[config.mk]
export PLATFORM = sky130hd
export DESIGN_NAME = apb_cmd_master
export DESIGN_NICKNAME = d
export VERILOG_FILES = /design/src/rtl/apb_cmd_master.sv
export SDC_FILE = /design/constraint.sdc
export NUM_CORES = 1
export LEC_CHECK = 0
export ABC_AREA = 1
export CAP_MARGIN = 20
export CORE_MARGIN = 4
export CORE_UTILIZATION = 41
export DETAILED_ROUTE_END_ITERATION = 8
export HOLD_SLACK_MARGIN = 0.03
export PLACE_DENSITY_LB_ADDON = 0.08
export SLEW_MARGIN = 25
export SYNTH_ARGS = -nofsm -noshare
export SYNTH_HDL_FRONTEND = slang
export SYNTH_SLANG_ARGS = --single-unit
[constraint.sdc]
create_clock -name pclk -period 2.7 [get_ports pclk]
set_input_delay 0.54 -clock pclk [delete_from_list [all_inputs] [get_ports pclk]]
set_output_delay 0.54 -clock pclk [all_outputs]
set_load 0.005 [all_outputs]
[src/rtl/apb_cmd_master.sv]
// APB4 initiator: one valid/ready command becomes one APB transfer, answered on a single-entry response channel.
// Optional ACCESS-phase timeout abort is compiled in with `define APB_CMD_MASTER_TIMEOUT_EN.
module apb_cmd_master #(
    parameter int ADDR    = 24,
    parameter int DATA    = 32,
    parameter int TIMEOUT = 16
) (
    input  logic              pclk,
    input  logic              preset,
    input  logic              cmd_valid,
    output logic              cmd_ready,
    input  logic              cmd_write,
    input  logic [ADDR-1:0]   cmd_addr,
    input  logic [DATA-1:0]   cmd_wdata,
    input  logic [DATA/8-1:0] cmd_strb,
    input  logic [2:0]        cmd_prot,
    output logic              rsp_valid,
    input  logic              rsp_ready,
    output logic [DATA-1:0]   rsp_rdata,
    output logic              rsp_err,
    output logic              psel,
    output logic              penable,
    output logic [2:0]        pprot,
    output logic [ADDR-1:0]   paddr,
    output logic              pwrite,
    output logic [DATA-1:0]   pwdata,
    output logic [DATA/8-1:0] pstrb,
    input  logic [DATA-1:0]   prdata,
    input  logic              pslverr,
    input  logic              pready
);

    if (!(DATA == 8 || DATA == 16 || DATA == 32) || TIMEOUT < 1) begin : g_param_check
        $error("apb_cmd_master: DATA must be 8/16/32 and TIMEOUT >= 1");
    end

    typedef enum logic [1:0] {
        IDLE   = 2'd0,
        SETUP  = 2'd1,
        ACCESS = 2'd2
    } state_t;

    state_t state, state_nxt;
    logic   accept;
    logic   done;
    logic   abort;

`ifdef APB_CMD_MASTER_TIMEOUT_EN
    localparam int TW = $clog2(TIMEOUT + 1);
    logic [TW-1:0] tmo_cnt;

    // Cleared while entering ACCESS, so the first ACCESS cycle sees a count of zero.
    always_ff @(posedge pclk) begin
        if (preset || state != ACCESS)
            tmo_cnt <= '0;
        else if (!pready)
            tmo_cnt <= tmo_cnt + 1'b1;
    end

    assign abort = (state == ACCESS) && !pready && (tmo_cnt == TW'(TIMEOUT - 1));
`else
    assign abort = 1'b0;
`endif

    assign cmd_ready = !preset && (state == IDLE) && (!rsp_valid || rsp_ready);
    assign accept    = cmd_valid && cmd_ready;
    assign done      = (state == ACCESS) && pready;

    always_ff @(posedge pclk) begin
        if (preset)
            state <= IDLE;
        else
            state <= state_nxt;
    end

    always_comb begin
        state_nxt = state;
        case (state)
            IDLE:    if (accept) state_nxt = SETUP;
            SETUP:   state_nxt = ACCESS;
            ACCESS:  if (done || abort) state_nxt = IDLE;
            default: state_nxt = IDLE;
        endcase
    end

    always_ff @(posedge pclk) begin
        if (preset) begin
            psel      <= 1'b0;
            penable   <= 1'b0;
            pprot     <= '0;
            paddr     <= '0;
            pwrite    <= 1'b0;
            pwdata    <= '0;
            pstrb     <= '0;
            rsp_valid <= 1'b0;
            rsp_rdata <= '0;
            rsp_err   <= 1'b0;
        end else begin
            if (accept) begin
                psel   <= 1'b1;
                pprot  <= cmd_prot;
                paddr  <= cmd_addr;
                pwrite <= cmd_write;
                pwdata <= cmd_wdata;
                pstrb  <= cmd_write ? cmd_strb : '0;
            end
            if (state == SETUP)
                penable <= 1'b1;
            if (rsp_valid && rsp_ready)
                rsp_valid <= 1'b0;
            // A completion never coincides with a pending response, so the load below wins safely.
            if (done) begin
                psel      <= 1'b0;
                penable   <= 1'b0;
                rsp_valid <= 1'b1;
                rsp_rdata <= pwrite ? '0 : prdata;
                rsp_err   <= pslverr;
            end else if (abort) begin
                psel      <= 1'b0;
                penable   <= 1'b0;
                rsp_valid <= 1'b1;
                rsp_rdata <= '0;
                rsp_err   <= 1'b1;
            end
        end
    end

endmodule

==> flow_summary.ini, run 1 <==
[run_status]
outcome = finished clean

[floorplan]
die_w_um = 102
design.portCount = 203
floorplan.die.height_um = 102
start_util_pct = 42.1
core_area_um2 = 8680
fp_rows = 34
die-area_um2 = 10500

[worst_setup_path]
worst_setup_path_start_kind = primary input
max_stage_delay_ps = 500
critical-path-slowest-cell = sky130_fd_sc_hd__clkdlybuf4s50_1
worst_ep_required_time_ps = 2160
crit_arrival_ps = 1850
buffering_stage_count_on_the_worst_path_with_inverters_included = 4
start_to_end_type_of_the_worst_setup_path = primary input to output pin
cp_cell_sequence = clkdlybuf4s50_1 -> inv_1 -> nand2_1 -> inv_1 -> nor2_2 -> clkdlybuf4s50_1
path_max_fanout = 3
endpoint_kind = output pin
critPathTopFamily = buffers and inverters

[global_route]
first_global_vias = 3357
pin_count_of_the_biggest_net_entering_global_routing = 93
grt.total_usage_pct = 19.5
number_of_antenna_violations_at_the_first_check_in_global_routing = 0
wire_length_of_the_first_global_routing_pass_mm = 16.2
globalRouteOverflowTotal = 0

[finish]
antennaDiodeCount = 0
fin_util_pct = 67.7
filler_cell_count = 744
layout_cells_sized_above_1_pct = 4.45
final_nets = 749
area_overhead_of_the_layout_relative_to_synthesis_pct = 60.8

[yosys]
netlist.top_cell.by_area = sky130_fd_sc_hd__dfxtp_1
syn-mean-instance-area_um2 = 8.03
synth.net_count = 557
synth.ff_latch_count = 102
yosys_warnings = 0
synthCells = 455
synth_seq_area_share_pct = 55.9
synth_cell_types = 16
yosys-top-cells-area = sky130_fd_sc_hd__dfxtp_1 (56%), sky130_fd_sc_hd__nor2_1 (13%), sky130_fd_sc_hd__o21ai_1 (11%)
synth_top_area_share_pct = 55.9
netlist_area_um2 = 3650

[clocking]
clock_tree_from_tritoncts = done
cts_htree_levels = 3
postCtsSetupRepairBufs = 0
clkSlewWorstSetupHoldPaths_ps = 90
clock_insertion_delay_at_the_later_pin_of_the_skew_report_ps = 360
clkSinkCount = 102
clk_path_buf_depth = 2
clock-root-buffer = sky130_fd_sc_hd__clkbuf_8
cts_hold_buffers = 0
cts_made_buffers = 9
cts_resized = 0

[power]
power.leakage_nw = 2.32
max-vdd-ir-drop_uv = 242
design_power_total_mw = 3.04
p_per_area_nw_per_um2 = 517

[place]
dp_hpwl_mm = 7.60
port_buffers = 202
gpl.final_weighted_congestion = 0.737

[sta]
setup_tns_ps = 0
setup_viol = 0
max_clock_freq_mhz = 418
max_slew.worst_pin.slew_ps = 901
worst_slew_margin_rel_pct = 40.0
period_share_pct = 88.5
finClkSkew_ps = 12.0
layout_min_cycle_time_ps = 2390
slew_viol_final = 0
timing_hold_violations_final = 0
rsz0062_at_grt = no

[route]
route.detailed.vias_per_inst = 4.71
vias = 3583
wire_per_inst_um = 13.7
antenna_left = 0
drc_errors = 0
sum_of_routed_wire_length_over_all_layers_mm = 10.4
initialDrtViolationCount = 122
firstDrtPassIters = 4

[job]
cap_viol_max_count = 0

[hold_path]
timing.hold.worst.class = flip-flop to flip-flop
synthesized netlist by cell type, drive strengths merged:
master	instances
nand3	39
nand4	1
dfxtp	102
buf	27
o21ai	91
nor2	125
nand2	16
inv	42
clkbuf	3
a21oi	9
routing by layer:
metal  global-route usage (%)  routed length, um  up-vias
li1                         -                  -     1840
met1                     22.9               4200     1589
met2                     32.5               4970      137
met3                     7.10               1040       17
met4                     7.37                205        0
met5                        0                  0        -
final timing paths:
path | start | cells past startpoint | endpoint | slack (ps)
min reg2reg | rsp_err | 2 | rsp_err | 470
max reg2reg | state[0] | 6 | pwdata[21] | 1220
min | rsp_err | 2 | rsp_err | 470
max | rsp_ready | 6 | cmd_ready | 310
tightest hold or removal path, stage by stage, from the launching register on:
cell	delay, ps
sky130_fd_sc_hd__dfxtp_1	320
sky130_fd_sc_hd__nand2_1	60
sky130_fd_sc_hd__a21oi_1	50
power by group:
| group | internal [mW] | switching, mW | total, mW | leakage (nW) |
|---|---|---|---|---|
| sequential | 1.59 | 0.0398 | 1.63 | 0.833 |
| clock | 0.341 | 0.522 | 0.862 | 0.0793 |
| combinational | 0.336 | 0.211 | 0.547 | 1.40 |
cell families after synthesis:
family,after synthesis,synth area share [%]
AOI/OAI and AO/OA,100,13.7
buffers and inverters,72,10.1
DFF,102,55.9
and+or+nand+nor,181,20.3
cell usage in the layout, fill, tap and decap left out, types with 2 or more instances in the layout:
cell | netlist | final
sky130_fd_sc_hd__inv_1 | 40 | 40
sky130_fd_sc_hd__a21oi_1 | 9 | 9
sky130_fd_sc_hd__buf_12 | 0 | 2
sky130_fd_sc_hd__nor2_1 | 123 | 123
sky130_fd_sc_hd__o21ai_1 | 78 | 78
sky130_fd_sc_hd__clkbuf_8 | 0 | 9
sky130_fd_sc_hd__o21ai_0 | 13 | 13
sky130_fd_sc_hd__clkinvlp_4 | 0 | 3
sky130_fd_sc_hd__inv_2 | 2 | 2
sky130_fd_sc_hd__clkdlybuf4s50_1 | 0 | 202
sky130_fd_sc_hd__nor2_2 | 2 | 2
sky130_fd_sc_hd__inv_6 | 0 | 2
sky130_fd_sc_hd__buf_4 | 6 | 7
sky130_fd_sc_hd__nand3_1 | 39 | 39
sky130_fd_sc_hd__nand2_1 | 16 | 16
sky130_fd_sc_hd__dfxtp_1 | 102 | 102
layout make-up:
cell class,count,area (um2),area share (%)
Clock inverter,6,45.0,0.767
Timing Repair Buffer,211,2110,36.0
Clock buffer,10,128,2.17
Tap cell,108,135,2.30
Sequential cell,102,2040,34.8
Inverter,42,158,2.68
Multi-Input combinational cell,281,1250,21.3
through the flow:
step	hold slack, ps	instances	worst slack, ps	cell area (um2)
floorplan	455	455	1210	3650
global placement	453	744	328	5700
detailed placement	454	744	314	5700
CTS	469	760	307	5870
global route	493	760	254	5870
finish	470	760	310	5870
registers in the layout (all words and copies together) (netlist names):
name,count
rsp_err,1
paddr,24
pwdata,32
pprot,3
rsp_rdata,32
penable,1
pwrite,1
state,2
rsp_valid,1
pstrb,4
psel,1
Note: power is estimated with default switching activity, not from simulation.
==> run 2, diff against run 1 <==
--- a/config.mk
+++ b/config.mk
@@ -10,6 +10,7 @@
 export CORE_MARGIN = 4
 export CORE_UTILIZATION = 41
 export DETAILED_ROUTE_END_ITERATION = 8
+export GPL_TIMING_DRIVEN = 0
 export HOLD_SLACK_MARGIN = 0.03
 export PLACE_DENSITY_LB_ADDON = 0.08
 export SLEW_MARGIN = 25
==> run 2 against run 1 <==
- first-iteration DRC count is 43% lower
- fmax is 6.2% lower
- global-route usage is 0.40 points lower
- count of clock-buffer cells in the layout is 2 higher
- combinational power is 2% higher
- sequential power hardly changed
- total power is 4.7% higher
- worst hold slack worse by 88 ps
- cell area is 2.3% higher
- core utilization is 1.6 points higher
- register-to-register slack better by 200 ps
- via count is 1.6% higher
==> flow_summary.ini, run 2 (synthesized netlist as in run 1, its figures left out) <==
[hold_path]
hold-path-endpoint = pstrb[2]
timing.hold.worst.class = primary input to flip-flop
hold-path-cell-count = 2
hold_path.startpoint = preset

[worst_setup_path]
worst_ep_required_time_ps = 2160
endpoint_kind = output pin
worst_setup_path_start_kind = primary input
timing.reg2reg.setup_slack_ps = 1420
reg2reg_depth = 6
reg2reg_to = paddr[17]
crit_reg_reg_startpoint = state[0]
path_max_fanout = 6
crit_arrival_ps = 2010
start_to_end_type_of_the_worst_setup_path = primary input to output pin

[clocking]
postCtsSetupRepairBufs = 0
clkSinkCount = 102
clock_tree_from_tritoncts = done
clock-root-buffer = sky130_fd_sc_hd__clkbuf_8
clkSlewWorstSetupHoldPaths_ps = 100
clk_path_buf_depth = 2
cts_resized = 0
cts_htree_levels = 3
clock_insertion_delay_at_the_later_pin_of_the_skew_report_ps = 360
cts_made_buffers = 9
cts_hold_buffers = 0

[finish]
antennaDiodeCount = 0
final_nets = 769
layout.cells.most_common_list = sky130_fd_sc_hd__clkdlybuf4s50_1 (201), sky130_fd_sc_hd__nor2_1 (123), sky130_fd_sc_hd__dfxtp_1 (102)
regArea_um2 = 2040
finalNonFillerCells = 780
multi_input_comb_area_um2 = 1240
area_overhead_of_the_layout_relative_to_synthesis_pct = 64.5
filler_cell_count = 724
layout_cells_sized_above_1_pct = 6.85
postLayoutCellArea_um2 = 6010
reg.largest.list = pwdata (32), rsp_rdata (32), paddr (24)
fin_util_pct = 69.2
layout_commonest_cell = sky130_fd_sc_hd__clkdlybuf4s50_1

[route]
antenna_left = 0
wire_per_inst_um = 13.4
sum_of_routed_wire_length_over_all_layers_mm = 10.5
drc_errors = 0
initialDrtViolationCount = 69
firstDrtPassIters = 4
vias = 3639
route.detailed.vias_per_inst = 4.67

[power]
proportion_of_total_power_due_to_net_switching_pct = 24.0
internal-power_mw = 2.42
clockPowerShare_pct = 31.2
p_per_area_nw_per_um2 = 529
power.leakage_nw = 2.42
design_power_total_mw = 3.18
netSwitchingPower_mw = 0.762
max-vdd-ir-drop_uv = 248
share_seq_of_total_power_pct = 51.2
p_comb_share_pct = 17.6

[global_route]
wire_length_of_the_first_global_routing_pass_mm = 15.9
first_global_vias = 3314
grt.total_usage_pct = 19.1
globalRouteOverflowTotal = 0
number_of_antenna_violations_at_the_first_check_in_global_routing = 0
pin_count_of_the_biggest_net_entering_global_routing = 17

[sta]
worst_slew_margin_rel_pct = 70.1
finClkSkew_ps = 12.4
period_share_pct = 94.4
slew_viol_final = 0
setup_tns_ps = 0
timing_hold_violations_final = 0
layout_setup_ws_ps = 152
hold-worst-slack_ps = 383
rsz0062_at_grt = no
max_clock_freq_mhz = 392
setup_viol = 0
max_slew.worst_pin.slew_ps = 448
layout_min_cycle_time_ps = 2550

[place]
detailed_place.area_um2 = 5800
gpl.final_weighted_congestion = 0.749
port_buffers = 201
place.detailed.instances = 764
dp_worst_setup_slack_ps = 169
dp_hpwl_mm = 8.10

[run_status]
outcome = finished clean

[floorplan]
floorplan.die.height_um = 102
design.portCount = 203
die_w_um = 102
fp_rows = 34
core_area_um2 = 8680
start_util_pct = 42.1
die-area_um2 = 10500

[job]
cap_viol_max_count = 0
## run 2: power by group through the flow
stage | clock network [mW] | logic, mW | registers (mW)
after global routing | 1.07 | 0.616 | 1.64
final | 0.993 | 0.559 | 1.63
after floorplan | 0 | 0.198 | 1.67
after global placement | 0 | 0.552 | 1.66
after CTS | 1.02 | 0.566 | 1.63
after detailed placement | 0 | 0.563 | 1.66
## run 2: metal layers
| metal | GRT usage (%) | routed length [um] |
|---|---|---|
| met1 | 22.7 | 4270 |
| met2 | 32.4 | 5030 |
| met3 | 7.51 | 1070 |
| met4 | 4.54 | 96 |
| met5 | 0 | 0 |
## run 2: how the worst max path moves through the flow
stage               startpoint         to  slack [ps]
floorplan               preset  cmd_ready        1210
global placement     rsp_ready  cmd_ready         190
global route         rsp_ready  cmd_ready         100
detailed placement   rsp_ready  cmd_ready         170
CTS                  rsp_ready  cmd_ready         160
finish               rsp_ready  cmd_ready         150
## run 2: final cells by class
| type | instances | share of cell area, % |
|---|---|---|
| Buffer | 30 | 3.50 |
| Multi-Input combinational cell | 281 | 20.7 |
| Inverter | 42 | 2.62 |
| Tap cell | 108 | 2.25 |
| Timing Repair Buffer | 201 | 33.5 |
| Clock buffer | 12 | 2.58 |
| Clock inverter | 4 | 0.895 |
| Sequential cell | 102 | 34.0 |
## run 2: worst max-delay path, stage by stage
cell                              delay, ps
sky130_fd_sc_hd__clkdlybuf4s50_1        460
sky130_fd_sc_hd__inv_1                   40
sky130_fd_sc_hd__nand2_1                110
sky130_fd_sc_hd__inv_1                   70
sky130_fd_sc_hd__nor2_2                 230
sky130_fd_sc_hd__clkdlybuf4s50_1        570
